==> config.mk <==
export PLATFORM = sky130hd
export DESIGN_NAME = shift_seq_flat
export DESIGN_NICKNAME = d
export VERILOG_FILES = /design/src/rtl/shift_seq_if.sv /design/src/rtl/shift_seq.sv /design/src/flat_wrapper.sv
export SDC_FILE = /design/constraint.sdc
export NUM_CORES = 1
export LEC_CHECK = 0
export BUFFER_PORTS_ARGS = -buffer_cell sky130_fd_sc_hd__buf_2
export CAP_MARGIN = 10
export CELL_PAD_IN_SITES_DETAIL_PLACEMENT = 1
export CELL_PAD_IN_SITES_GLOBAL_PLACEMENT = 1
export CORE_MARGIN = 2
export CORE_UTILIZATION = 41
export DETAILED_ROUTE_END_ITERATION = 10
export PLACE_DENSITY_LB_ADDON = 0.1
export RECOVER_POWER = 25
export SLEW_MARGIN = 20
export SYNTH_ARGS = -nofsm -noshare
export SYNTH_HDL_FRONTEND = slang
export SYNTH_SLANG_ARGS = --single-unit
==> constraint.sdc <==
create_clock -name clk -period 4 [get_ports clk]
set_input_delay 0.8 -clock clk [delete_from_list [all_inputs] [get_ports clk]]
set_output_delay 0.8 -clock clk [all_outputs]
set_load 0.01 [all_outputs]
==> src/rtl/shift_seq_if.sv <==
// Handshake and datapath bundle between the CPU control unit,
// the shift_seq sequencer and the combinational 8-bit rotate unit.
//   start/op/cnt/din : request from the control unit
//   sh_w/sh_cf       : result and carry from the rotate unit
//   sh_a/fbus/flbus/frbus : operand and controls to the rotate unit
//   dout/cf_out/busy/done : result and status back to the control unit
// master: control unit plus rotate unit side; slave: the sequencer.
interface shift_seq_if;
  logic       start;
  logic [1:0] op;
  logic [2:0] cnt;
  logic [7:0] din;
  logic [7:0] sh_w;
  logic       sh_cf;
  logic [7:0] sh_a;
  logic       fbus;
  logic       flbus;
  logic       frbus;
  logic [7:0] dout;
  logic       cf_out;
  logic       busy;
  logic       done;

  modport master (
    output start, op, cnt, din, sh_w, sh_cf,
    input  sh_a, fbus, flbus, frbus,
    input  dout, cf_out, busy, done
  );

  modport slave (
    input  start, op, cnt, din, sh_w, sh_cf,
    output sh_a, fbus, flbus, frbus,
    output dout, cf_out, busy, done
  );
endinterface

==> src/rtl/shift_seq.sv <==
// Multi-cycle sequencer driving an 8-bit single-step rotate unit.
// Ports: clk, rst (async, active-high), bus (shift_seq_if.slave):
//   start/op/cnt/din in, sh_w/sh_cf from the rotate unit,
//   sh_a/fbus/flbus/frbus to the rotate unit,
//   dout/cf_out/busy/done back to the control unit.
module shift_seq (
  input  logic        clk,
  input  logic        rst,
  shift_seq_if.slave  bus
);

  typedef enum logic [1:0] {
    IDLE = 2'd0,
    RUN  = 2'd1,
    PASS = 2'd2,
    DONE = 2'd3
  } state_t;

  state_t     state;
  logic [7:0] work;
  logic [1:0] dir;
  logic [2:0] rem;
  logic [7:0] dout;
  logic       cf_out;
  logic       busy;
  logic       done;
  logic       fbus;
  logic       flbus;
  logic       frbus;
  logic       is_rot;

  // op 11 and a zero count both degrade to a single pass cycle
  assign is_rot = (bus.op == 2'b01) || (bus.op == 2'b10);

  always_ff @(posedge clk or posedge rst) begin
    if (rst) begin
      state  <= IDLE;
      work   <= 8'h00;
      dir    <= 2'b00;
      rem    <= 3'd0;
      dout   <= 8'h00;
      cf_out <= 1'b0;
      busy   <= 1'b0;
      done   <= 1'b0;
      fbus   <= 1'b0;
      flbus  <= 1'b0;
      frbus  <= 1'b0;
    end else begin
      unique case (state)
        IDLE: begin
          done <= 1'b0;
          if (bus.start) begin
            work <= bus.din;
            dir  <= bus.op;
            rem  <= bus.cnt;
            busy <= 1'b1;
            if (is_rot && (bus.cnt != 3'd0)) begin
              state <= RUN;
              frbus <= (bus.op == 2'b01);
              flbus <= (bus.op == 2'b10);
            end else begin
              state <= PASS;
              fbus  <= 1'b1;
            end
          end
        end
        RUN: begin
          // rotate unit output becomes next step's operand
          work <= bus.sh_w;
          rem  <= rem - 3'd1;
          if (rem == 3'd1) begin
            state  <= DONE;
            dout   <= bus.sh_w;
            cf_out <= bus.sh_cf;
            done   <= 1'b1;
            frbus  <= 1'b0;
            flbus  <= 1'b0;
          end else begin
            frbus <= (dir == 2'b01);
            flbus <= (dir == 2'b10);
          end
        end
        PASS: begin
          state  <= DONE;
          work   <= bus.sh_w;
          dout   <= bus.sh_w;
          cf_out <= 1'b0;
          done   <= 1'b1;
          fbus   <= 1'b0;
        end
        DONE: begin
          state <= IDLE;
          done  <= 1'b0;
          busy  <= 1'b0;
        end
        default: begin
          state <= IDLE;
        end
      endcase
    end
  end

  assign bus.sh_a   = work;
  assign bus.fbus   = fbus;
  assign bus.flbus  = flbus;
  assign bus.frbus  = frbus;
  assign bus.dout   = dout;
  assign bus.cf_out = cf_out;
  assign bus.busy   = busy;
  assign bus.done   = done;

endmodule

==> src/flat_wrapper.sv <==
// flat-port wrapper written by rule: the top's interface ports become plain ports
module shift_seq_flat 
  (clk, rst, bus_start, bus_op, bus_cnt, bus_din, bus_sh_w, bus_sh_cf, bus_sh_a, bus_fbus, bus_flbus, bus_frbus, bus_dout, bus_cf_out, bus_busy, bus_done);
  shift_seq_if bus_i ();
  input  logic clk;
  input  logic rst;
  input wire logic [$bits(bus_i.start)-1:0] bus_start;
  input wire logic [$bits(bus_i.op)-1:0] bus_op;
  input wire logic [$bits(bus_i.cnt)-1:0] bus_cnt;
  input wire logic [$bits(bus_i.din)-1:0] bus_din;
  input wire logic [$bits(bus_i.sh_w)-1:0] bus_sh_w;
  input wire logic [$bits(bus_i.sh_cf)-1:0] bus_sh_cf;
  output wire logic [$bits(bus_i.sh_a)-1:0] bus_sh_a;
  output wire logic [$bits(bus_i.fbus)-1:0] bus_fbus;
  output wire logic [$bits(bus_i.flbus)-1:0] bus_flbus;
  output wire logic [$bits(bus_i.frbus)-1:0] bus_frbus;
  output wire logic [$bits(bus_i.dout)-1:0] bus_dout;
  output wire logic [$bits(bus_i.cf_out)-1:0] bus_cf_out;
  output wire logic [$bits(bus_i.busy)-1:0] bus_busy;
  output wire logic [$bits(bus_i.done)-1:0] bus_done;
  assign bus_i.start = bus_start;
  assign bus_i.op = bus_op;
  assign bus_i.cnt = bus_cnt;
  assign bus_i.din = bus_din;
  assign bus_i.sh_w = bus_sh_w;
  assign bus_i.sh_cf = bus_sh_cf;
  assign bus_sh_a = bus_i.sh_a;
  assign bus_fbus = bus_i.fbus;
  assign bus_flbus = bus_i.flbus;
  assign bus_frbus = bus_i.frbus;
  assign bus_dout = bus_i.dout;
  assign bus_cf_out = bus_i.cf_out;
  assign bus_busy = bus_i.busy;
  assign bus_done = bus_i.done;
  shift_seq u_core (.clk(clk), .rst(rst), .bus(bus_i));
endmodule
==> metrics <==
switching pwr just under 700 uW; GRT Residual Overflow 0; slew at the pin closest to its max-slew limit 1150 ps; highest-count cells in the layout ignoring fill and taps buf_2 (46), dfrtp_1 (29), inv_1 (11), nand2b_1 (11), a21oi_1 (11); Logic pwr share around 53%; Initial DRT Pass Iterations 4; share of power burned in registers between 30% and 40%; IO Port Bufs between 40 and 50; Post-route DRC 0; clock power share 13.7%; Cell Count, Final, Fillers Out 241; Synth Register Bits 29; initial antenna violation count 0; fin area about 1900 um2; n_diodes 0; Final Hold Viols 0; Final GP Congestion roughly 0.76; fin crit period approximately 2400 ps; kind of critical path flop to flop; setup violators final 0; pre-CTS setup slack 1610 ps; core region area around 3700 um2; Synth Area per Inst between 10 and 15 um2; Max FO, Critical Path 26; nets@finish about 230; fmax between 400 and 500 MHz; via count 1299; clk_lat worst skew 280 ps; routed wire length just under 4000 um; fraction of layout cells with a size suffix above 1 approximately a third; Synth Cell Area around 1600 um2; status finished, final reports clean; main combinational cell family by area after synthesis compound AO/OA/AOI/OAI gates; Max-cap violations 0; DRT antenna net count 0; # H-tree levels 2; crit start category flop; root buffer cell clkbuf_8; Int Power approximately 970 uW; routed vias/inst between 5 and 6; TNS Setup 0 ps; Die X roughly 66 um; clock buffer count from CTS 5; vias in the first global route 1338; Seq/Total Area, Yosys a little under half; power per cell area ~870 nW/um2; Net Count, Synth ~180; Worst-path clk slew about 60 ps; clk sinks 29; largest net degree at the start of global routing 30; die height about 66 um; DR iter-0 viols 64; GRT Overall Usage just under 20%; row cnt 22; Relative slew margins a little under a quarter; Post-CTS Setup Bufs 0; CP endpoint kind flop; first-pass GRT wire length just over 6000 um; Synth Area in Simple Gates between 10% and 20%; CTS tree built; Post-Synth XOR/XNOR Area 0%; yosys warns 0; initial core utilization 42.4%; maximum VDD drop 321 uV; WHS slightly below 500 ps; signal arrival time at the worst endpoint approximately 2600 ps; complex-gate fraction of the synthesized area 16.4%; final slew viol count 0; WL per Instance 16.0 um; Post-Synth Adder-Cell Area between 6 and 7%; DP Cell Count 235; Post-DP HPWL about 2800 um; area growth from synthesis to layout 21.7%; final worst path period share about three fifths; Cell variety after synth 28; instance count of the mapped netlist about 150; multiplexer share of the synthesized area a little under an eighth; CP peak stage delay roughly 680 ps; post-CTS sizing 0; Sw Share 41.0%; worst path required time 4170 ps; Die Area approximately 4300 um2; area of placed instances roughly 1800 um2; Setup Skew ~3.6 ps; hold bufs inserted after CTS 0; crit-path cells inv_1 > ha_1 > nor2b_1 > buf_4 > a21oi_1 > mux2_2; Clock Path Buffers 2; leak pwr 0.000929 uW; RSZ-0062 raised after global routing false; Ports 47; HP Class flop to flop; worst setup margin ~1600 ps; commonest non-fill, non-tap cell in the layout buf_2; CP max-delay cell ha_1
## cell usage after synthesis
master / count / area (um2)
mux2i_2: 2 / 27.5
a221o_1: 8 / 80.1
o21ai_0: 10 / 50.1
nand3_1: 9 / 45.0
buf_2: 1 / 5.00
nor4b_1: 1 / 8.76
dfrtp_1: 29 / 726
o211a_1: 1 / 10.0
nand2b_1: 11 / 68.8
o41ai_1: 1 / 8.76
mux2i_1: 2 / 20.0
a41o_1: 1 / 10.0
clkbuf_1: 6 / 22.5
a21oi_1: 11 / 55.1
or3_1: 1 / 6.26
mux2_1: 2 / 22.5
nor3_1: 1 / 5.00
nor2b_1: 5 / 31.3
a211o_1: 1 / 8.76
o31ai_1: 3 / 22.5
or2_2: 3 / 18.8
o2111ai_1: 1 / 8.76
mux2_2: 10 / 113
nor2_1: 1 / 3.75
buf_4: 1 / 7.51
ha_1: 8 / 100
nand2_1: 7 / 26.3
inv_1: 11 / 41.3
## cell families (layout without fill, tap and decap cells)
family,Yosys count,in the layout
compound gates,37,37
fa+ha+maj,8,8
buf+inv,19,64
flops,29,29
mux,16,16
simple gates,39,39
## per-stage QoR
step	total power, uW	utilization (%)
global route	1780	51.6
floorplan	1170	-
detailed placement	1440	49.6
CTS	1670	51.6
global placement	1390	49.6
finish	1640	51.6
## worst max-delay path, delay by kind of cell, from the launching register on
family	cells	cell delay (ps)
flip-flops	1	420
AND/OR/NAND/NOR	1	450
multiplexers	1	310
AO/OA/AOI/OAI	1	70
adder cells (fa/ha/maj)	1	680
buffers and inverters	2	340
## power by group through the flow
| stage | clock network, uW | logic (uW) | registers [uW] |
|---|---|---|---|
| 2_1_floorplan | 0 | 584 | 584 |
| 3_3_place_gp | 0 | 855 | 538 |
| 3_5_place_dp | 0 | 891 | 549 |
| 4_1_cts | 231 | 889 | 546 |
| 5_1_grt | 239 | 981 | 564 |
| 6_report | 225 | 875 | 544 |
## routing by layer
metal	share of wire [%]	GRT usage [%]
met4	1.5	6.25
met2	48	33.3
met5	0	0
met3	5.0	5.99
met1	45	24.4
## path summary, 6_finish.rpt
check	from	end	cells past startpoint	slack (ps)
max in group asynchronous	rst	u_core.bus.flbus	2	2500
max reg2reg	u_core.state[0]	u_core.state[0]	6	1620
max	u_core.state[0]	u_core.state[0]	6	1620
min reg2reg	u_core.rem[1]	u_core.rem[1]	2	480
min in group asynchronous	rst	u_core.bus.cf_out	2	810
min	u_core.rem[1]	u_core.rem[1]	2	480
## registers in the layout, summed over array words and instances, names as in the netlist
signal             flops
u_core.bus.done        1
u_core.bus.frbus       1
u_core.bus.fbus        1
u_core.rem             3
u_core.state           2
u_core.bus.dout        8
u_core.dir             2
u_core.bus.sh_a        8
u_core.bus.flbus       1
u_core.bus.busy        1
u_core.bus.cf_out      1
## cell type report
type / instances / area [um2]
fill: 433 / 1770
multi-input combinational: 100 / 751
sequential: 29 / 726
timing repair buffer: 47 / 238
clock buffer: 5 / 68.8
tap: 48 / 60.1
inverter: 11 / 41.3
clock inverter: 1 / 5.00
(Power assumes the default switching activity.)
